File: config.mk
export PLATFORM = sky130hd
export DESIGN_NAME = apb_master
export DESIGN_NICKNAME = d
export VERILOG_FILES = /design/src/rtl/apb_pkg.sv /design/src/rtl/apb_wait_timer.sv /design/src/rtl/apb_master.sv
export SDC_FILE = /design/constraint.sdc
export NUM_CORES = 1
export LEC_CHECK = 0
export CAP_MARGIN = 20
export CORE_AREA = 2 2 98 100
export CTS_CLUSTER_SIZE = 40
export DETAILED_ROUTE_END_ITERATION = 10
export DIE_AREA = 0 0 100 102
export HOLD_SLACK_MARGIN = 0.03
export PLACE_DENSITY = 0.84
export SYNTH_ARGS = -nofsm -noshare
export SYNTH_HDL_FRONTEND = slang
export SYNTH_HIERARCHICAL = 1
export SYNTH_SLANG_ARGS = --single-unit
File: constraint.sdc
create_clock -name PCLK -period 2.5 [get_ports PCLK]
set_input_delay 0.5 -clock PCLK [delete_from_list [all_inputs] [get_ports PCLK]]
set_output_delay 0.5 -clock PCLK [all_outputs]
set_load 0.05 [all_outputs]
File: src/rtl/apb_pkg.sv
// rtl/apb_pkg.sv - shared APB state encoding and default bus widths
package apb_pkg;

  localparam int APB_ADDR_W = 5;
  localparam int APB_DATA_W = 32;

  typedef enum logic [1:0] {
    IDLE   = 2'd0,
    SETUP  = 2'd1,
    ACCESS = 2'd2
  } apb_state_t;

endpackage

File: src/rtl/apb_wait_timer.sv
// rtl/apb_wait_timer.sv - saturating wait-state counter with expiry flag
module apb_wait_timer #(
  parameter int TIMEOUT = 16
) (
  input  logic clk,
  input  logic rst,
  input  logic clear,
  input  logic enable,
  output logic expired
);

  localparam int CW = ($clog2(TIMEOUT + 1) < 1) ? 1 : $clog2(TIMEOUT + 1);
  localparam logic [CW-1:0] LAST = (TIMEOUT == 0) ? '0 : CW'(TIMEOUT - 1);
  localparam logic [CW-1:0] MAX  = '1;

  logic [CW-1:0] cnt_q, cnt_d;

  always_comb begin
    cnt_d = cnt_q;
    if (clear) begin
      cnt_d = '0;
    end else if (enable && (cnt_q != MAX)) begin
      cnt_d = cnt_q + CW'(1);
    end
  end

  always_ff @(posedge clk or posedge rst) begin
    if (rst) begin
      cnt_q <= '0;
    end else begin
      cnt_q <= cnt_d;
    end
  end

  // A zero TIMEOUT means the transfer waits on PREADY forever
  assign expired = (TIMEOUT != 0) && (cnt_q == LAST);

endmodule

File: src/rtl/apb_master.sv
// rtl/apb_master.sv - valid/ready request to APB SETUP/ACCESS requester
module apb_master
  import apb_pkg::*;
#(
  parameter int ADDR_W  = APB_ADDR_W,
  parameter int DATA_W  = APB_DATA_W,
  parameter int TIMEOUT = 16
) (
  input  logic              PCLK,
  input  logic              PRESETn,
  input  logic              req_valid,
  output logic              req_ready,
  input  logic              req_write,
  input  logic [ADDR_W-1:0] req_addr,
  input  logic [DATA_W-1:0] req_wdata,
  output logic              rsp_valid,
  output logic [DATA_W-1:0] rsp_rdata,
  output logic              rsp_err,
  output logic              Psel,
  output logic              PENABLE,
  output logic              PWRITE,
  output logic [ADDR_W-1:0] PADDR,
  output logic [DATA_W-1:0] PWDATA,
  input  logic              PREADY,
  input  logic [DATA_W-1:0] PRDATA
);

  apb_state_t        state_q, state_d;
  logic [ADDR_W-1:0] paddr_q, paddr_d;
  logic [DATA_W-1:0] pwdata_q, pwdata_d;
  logic              pwrite_q, pwrite_d;
  logic              rsp_valid_q, rsp_valid_d;
  logic [DATA_W-1:0] rsp_rdata_q, rsp_rdata_d;
  logic              rsp_err_q, rsp_err_d;
  logic              timer_clear, timer_en, timer_expired;

  apb_wait_timer #(
    .TIMEOUT(TIMEOUT)
  ) u_wait_timer (
    .clk    (PCLK),
    .rst    (PRESETn),
    .clear  (timer_clear),
    .enable (timer_en),
    .expired(timer_expired)
  );

  always_comb begin
    state_d     = state_q;
    paddr_d     = paddr_q;
    pwdata_d    = pwdata_q;
    pwrite_d    = pwrite_q;
    rsp_valid_d = 1'b0;
    rsp_rdata_d = rsp_rdata_q;
    rsp_err_d   = rsp_err_q;
    timer_clear = 1'b0;
    timer_en    = 1'b0;
    case (state_q)
      IDLE: begin
        if (req_valid) begin
          paddr_d  = req_addr;
          pwdata_d = req_wdata;
          pwrite_d = req_write;
          state_d  = SETUP;
        end
      end
      SETUP: begin
        timer_clear = 1'b1;
        state_d     = ACCESS;
      end
      ACCESS: begin
        if (PREADY) begin
          rsp_valid_d = 1'b1;
          rsp_rdata_d = pwrite_q ? '0 : PRDATA;
          rsp_err_d   = 1'b0;
          state_d     = IDLE;
        end else if (timer_expired) begin
          rsp_valid_d = 1'b1;
          rsp_rdata_d = '0;
          rsp_err_d   = 1'b1;
          state_d     = IDLE;
        end else begin
          timer_en = 1'b1;
        end
      end
      default: state_d = IDLE;
    endcase
  end

  always_ff @(posedge PCLK or posedge PRESETn) begin
    if (PRESETn) begin
      state_q     <= IDLE;
      paddr_q     <= '0;
      pwdata_q    <= '0;
      pwrite_q    <= 1'b0;
      rsp_valid_q <= 1'b0;
      rsp_rdata_q <= '0;
      rsp_err_q   <= 1'b0;
    end else begin
      state_q     <= state_d;
      paddr_q     <= paddr_d;
      pwdata_q    <= pwdata_d;
      pwrite_q    <= pwrite_d;
      rsp_valid_q <= rsp_valid_d;
      rsp_rdata_q <= rsp_rdata_d;
      rsp_err_q   <= rsp_err_d;
    end
  end

  // Select/enable decode straight from state so reset drops them immediately
  assign req_ready = (state_q == IDLE);
  assign Psel      = (state_q == SETUP) || (state_q == ACCESS);
  assign PENABLE   = (state_q == ACCESS);
  assign PWRITE    = pwrite_q;
  assign PADDR     = paddr_q;
  assign PWDATA    = pwdata_q;
  assign rsp_valid = rsp_valid_q;
  assign rsp_rdata = rsp_rdata_q;
  assign rsp_err   = rsp_err_q;

endmodule

==> results.yml <==
outcome:
  status: "finished, final reports clean"
floorplanning:
  fp.dieH_um: 102
  die_w_um: 100
  core_area_sq_mm: 0.009109
  fp-row-count: 35
  ios: 149
  start_util_pct: 36.02
  die_area_sq_mm: 0.01020
clocking:
  cts_setup_buffers: 0
  h-tree-depth: 3
  path_clk_slew_ns: 0.07
  clock_latency_ns: 0.34
  tritoncts: "built"
  root_buffer: "clkbuf_8"
  numCtsBuffers: 9
  clock_sinks: 79
  clock_path_buffers: 2
timing:
  tns_ns: 0
  hold_viol_final: 0
  slew_violations: 0
  rsz0062_at_grt: "false"
  max_freq_mhz: 420.3
  setup_violations: 0
  period_needed_ns: 2.380
  max-slew-margin-rel_pct: 58.09
  skew_ns: 0.01109
  finalCritPeriodShare_pct: 95.18
  worstMarginPinSlew_ns: 0.6286
layout:
  final_cell_mix: "clkdlybuf4s50_1, dfrtp_1, nand2_1"
  ff_latch_area_sq_mm: 0.001977
  finalInstanceArea_sq_mm: 0.005051
  multiInputGateArea_sq_mm: 0.001165
  antennaDiodeCount: 0
  fill_cells: 795
  fin_nets: 495
  area_delta_synth_final_pct: 53.97
  fin_cells: 531
  layout_commonest_cell: "clkdlybuf4s50_1"
  post_route_cells_drive_above_1_share_pct: 15.24
  fin_util_pct: 55.45
routing:
  drc: 0
  dr.pass1.iters: 4
  wl_per_cell_um: 15.08
  ant_nets: 0
  num_vias: 2412
  viasPerCell: 4.542
  drt-initial-drc-count: 55
  detail_route.wirelength_um: 8005
hold_path:
  hold_path_class: "input port to asynchronous set/reset pin"
critical_path:
  crit_chain: "inv_1, ha_1, clkdlybuf4s50_1"
  worstPathArrival_ns: 1.88
  end_kind: "output port"
  criticalPathCategory: "flop to output port"
  critPathMaxStageDelay_ns: 0.83
  rrSetupSlack_ns: 0.28
  slowest_stage: "clkdlybuf4s50_1"
  startpoint_type: "flop"
  path_max_fanout: 4
  worstPathRequired_ns: 2.00
  r2r_cells: 7
  worstReg2RegEnd: "u_wait_timer/cnt_q[3]"
  worstReg2RegStart: "u_wait_timer/cnt_q[0]"
global_route:
  antenna_found_initial: 0
  grt_pass1_wl_um: 12640
  grt_pass1_vias: 2487
  gr-usage-all-layers_pct: 15.71
  grt_start_max_net_pins: 68
  grt_overflow: 0
yosys:
  yosysUniqueCellTypes: 27
  yosysSeqAreaShare_pct: 60.26
  synth_cells: 266
  synthesis.area_sq_mm: 0.003281
  synth.net_count: 346
  syn_area_per_cell_sq_um: 12.33
  ys_seq_elements: 79
  ys_warn_count: 6
pwr:
  ir_drop_mv: 0.7203
  p_total_uw: 7453
  p_leak_uw: 0.002235
  p_per_area_mw_per_mm2: 1475
place:
  dp_cells: 515
  gp_congestion: 0.7360
  place.port_buffers: 148
  dpl.hpwl_um: 6016
  dpl_cell_area_sq_mm: 0.004865
flow_run:
  max-cap-violations: 0
==> cell type report <==
class,count,share of cell area [%]
Multi-Input combinational cell,165,23.06
Timing Repair Buffer,153,30.86
Clock buffer,12,3.072
Clock inverter,4,0.5697
Tap cell,111,2.750
Inverter,7,0.5450
Sequential cell,79,39.14
==> power by group <==
group,switching (uW),internal [uW]
combinational,2790,1640
clock,455,418
sequential,315,1840
total,3560,3890
==> worst max path at each step <==
stage | start | end | slack [ns]
detailed placement | PREADY | u_wait_timer/cnt_q[3] | 0.28
global placement | PREADY | u_wait_timer/cnt_q[3] | 0.34
CTS | state_q[0] | PENABLE | 0.07
finish | state_q[1] | req_ready | 0.12
global route | state_q[0] | req_ready | 0.02
floorplan | PRESETn | PADDR[0] | 0.12
==> synth_stat cells <==
cell type,n,share of area [%]
dfrtp_1,79,60
nand2_1,66,7.6
o21ai_0,26,4.0
mux2_4,20,9.2
mux2_2,19,6.5
o21ai_1,8,1.2
inv_1,7,0.80
buf_6,6,2.1
ha_1,6,2.3
buf_4,5,1.1
nor2_1,5,0.57
and2b_1,2,0.46
buf_2,2,0.31
clkbuf_1,2,0.23
a211oi_1,1,0.23
a21oi_1,1,0.15
and3_1,1,0.19
mux2_1,1,0.34
mux2i_1,1,0.31
nand3b_1,1,0.23
nand4_1,1,0.19
nor2b_4,1,0.42
nor3b_2,1,0.38
o21a_1,1,0.23
o21ai_2,1,0.27
xnor2_1,1,0.27
xor2_1,1,0.27
==> cell families (layout without fill, tap and decap cells) <==
kind of cell,Yosys count,count (layout),share of synthesized area [%]
AOI/OAI and AO/OA,38,38,6.064
and+or+nand+nor,78,78,9.993
adders and majority gates,6,6,2.288
buffers and inverters,22,176,4.539
xor gates and xnor gates,2,2,0.5340
DFF,79,79,60.26
muxes,41,41,16.32
==> layer usage <==
metal | track usage (%) | vias up | share of wire (%)
met5 | 0 | - | 0
met4 | 3.793 | 0 | 0.81
met3 | 3.420 | 5 | 4.3
met2 | 27.75 | 64 | 52
met1 | 19.82 | 1168 | 43
li1 | - | 1175 | -
==> sequential cells by signal (all words and copies together), names as in the netlist <==
name,flops
rsp_err,1
PWRITE,1
PADDR,5
PWDATA,32
u_wait_timer/cnt_q,5
rsp_rdata,32
rsp_valid,1
state_q,2
==> critical path: cells and delay by family (launching register included) <==
kind / cells / cell delay (ns)
buf+inv: 2 / 0.92
flops: 1 / 0.40
fa+ha+maj: 1 / 0.23
==> what timing repair did <==
action                                  4_1_cts  5_1_grt
endpoints found under the setup margin        0        1
resized for setup                             0        1
hold buffers                                  0        0
==> stage by stage <==
stage,worst slack (ns),hold slack [ns]
after floorplan,0.1184,0.2785
after global placement,0.3407,0.4645
after detailed placement,0.2766,0.4700
after CTS,0.07158,0.4208
after global routing,0.02178,0.4672
final,0.1205,0.4359
(Power assumes the default switching activity.)
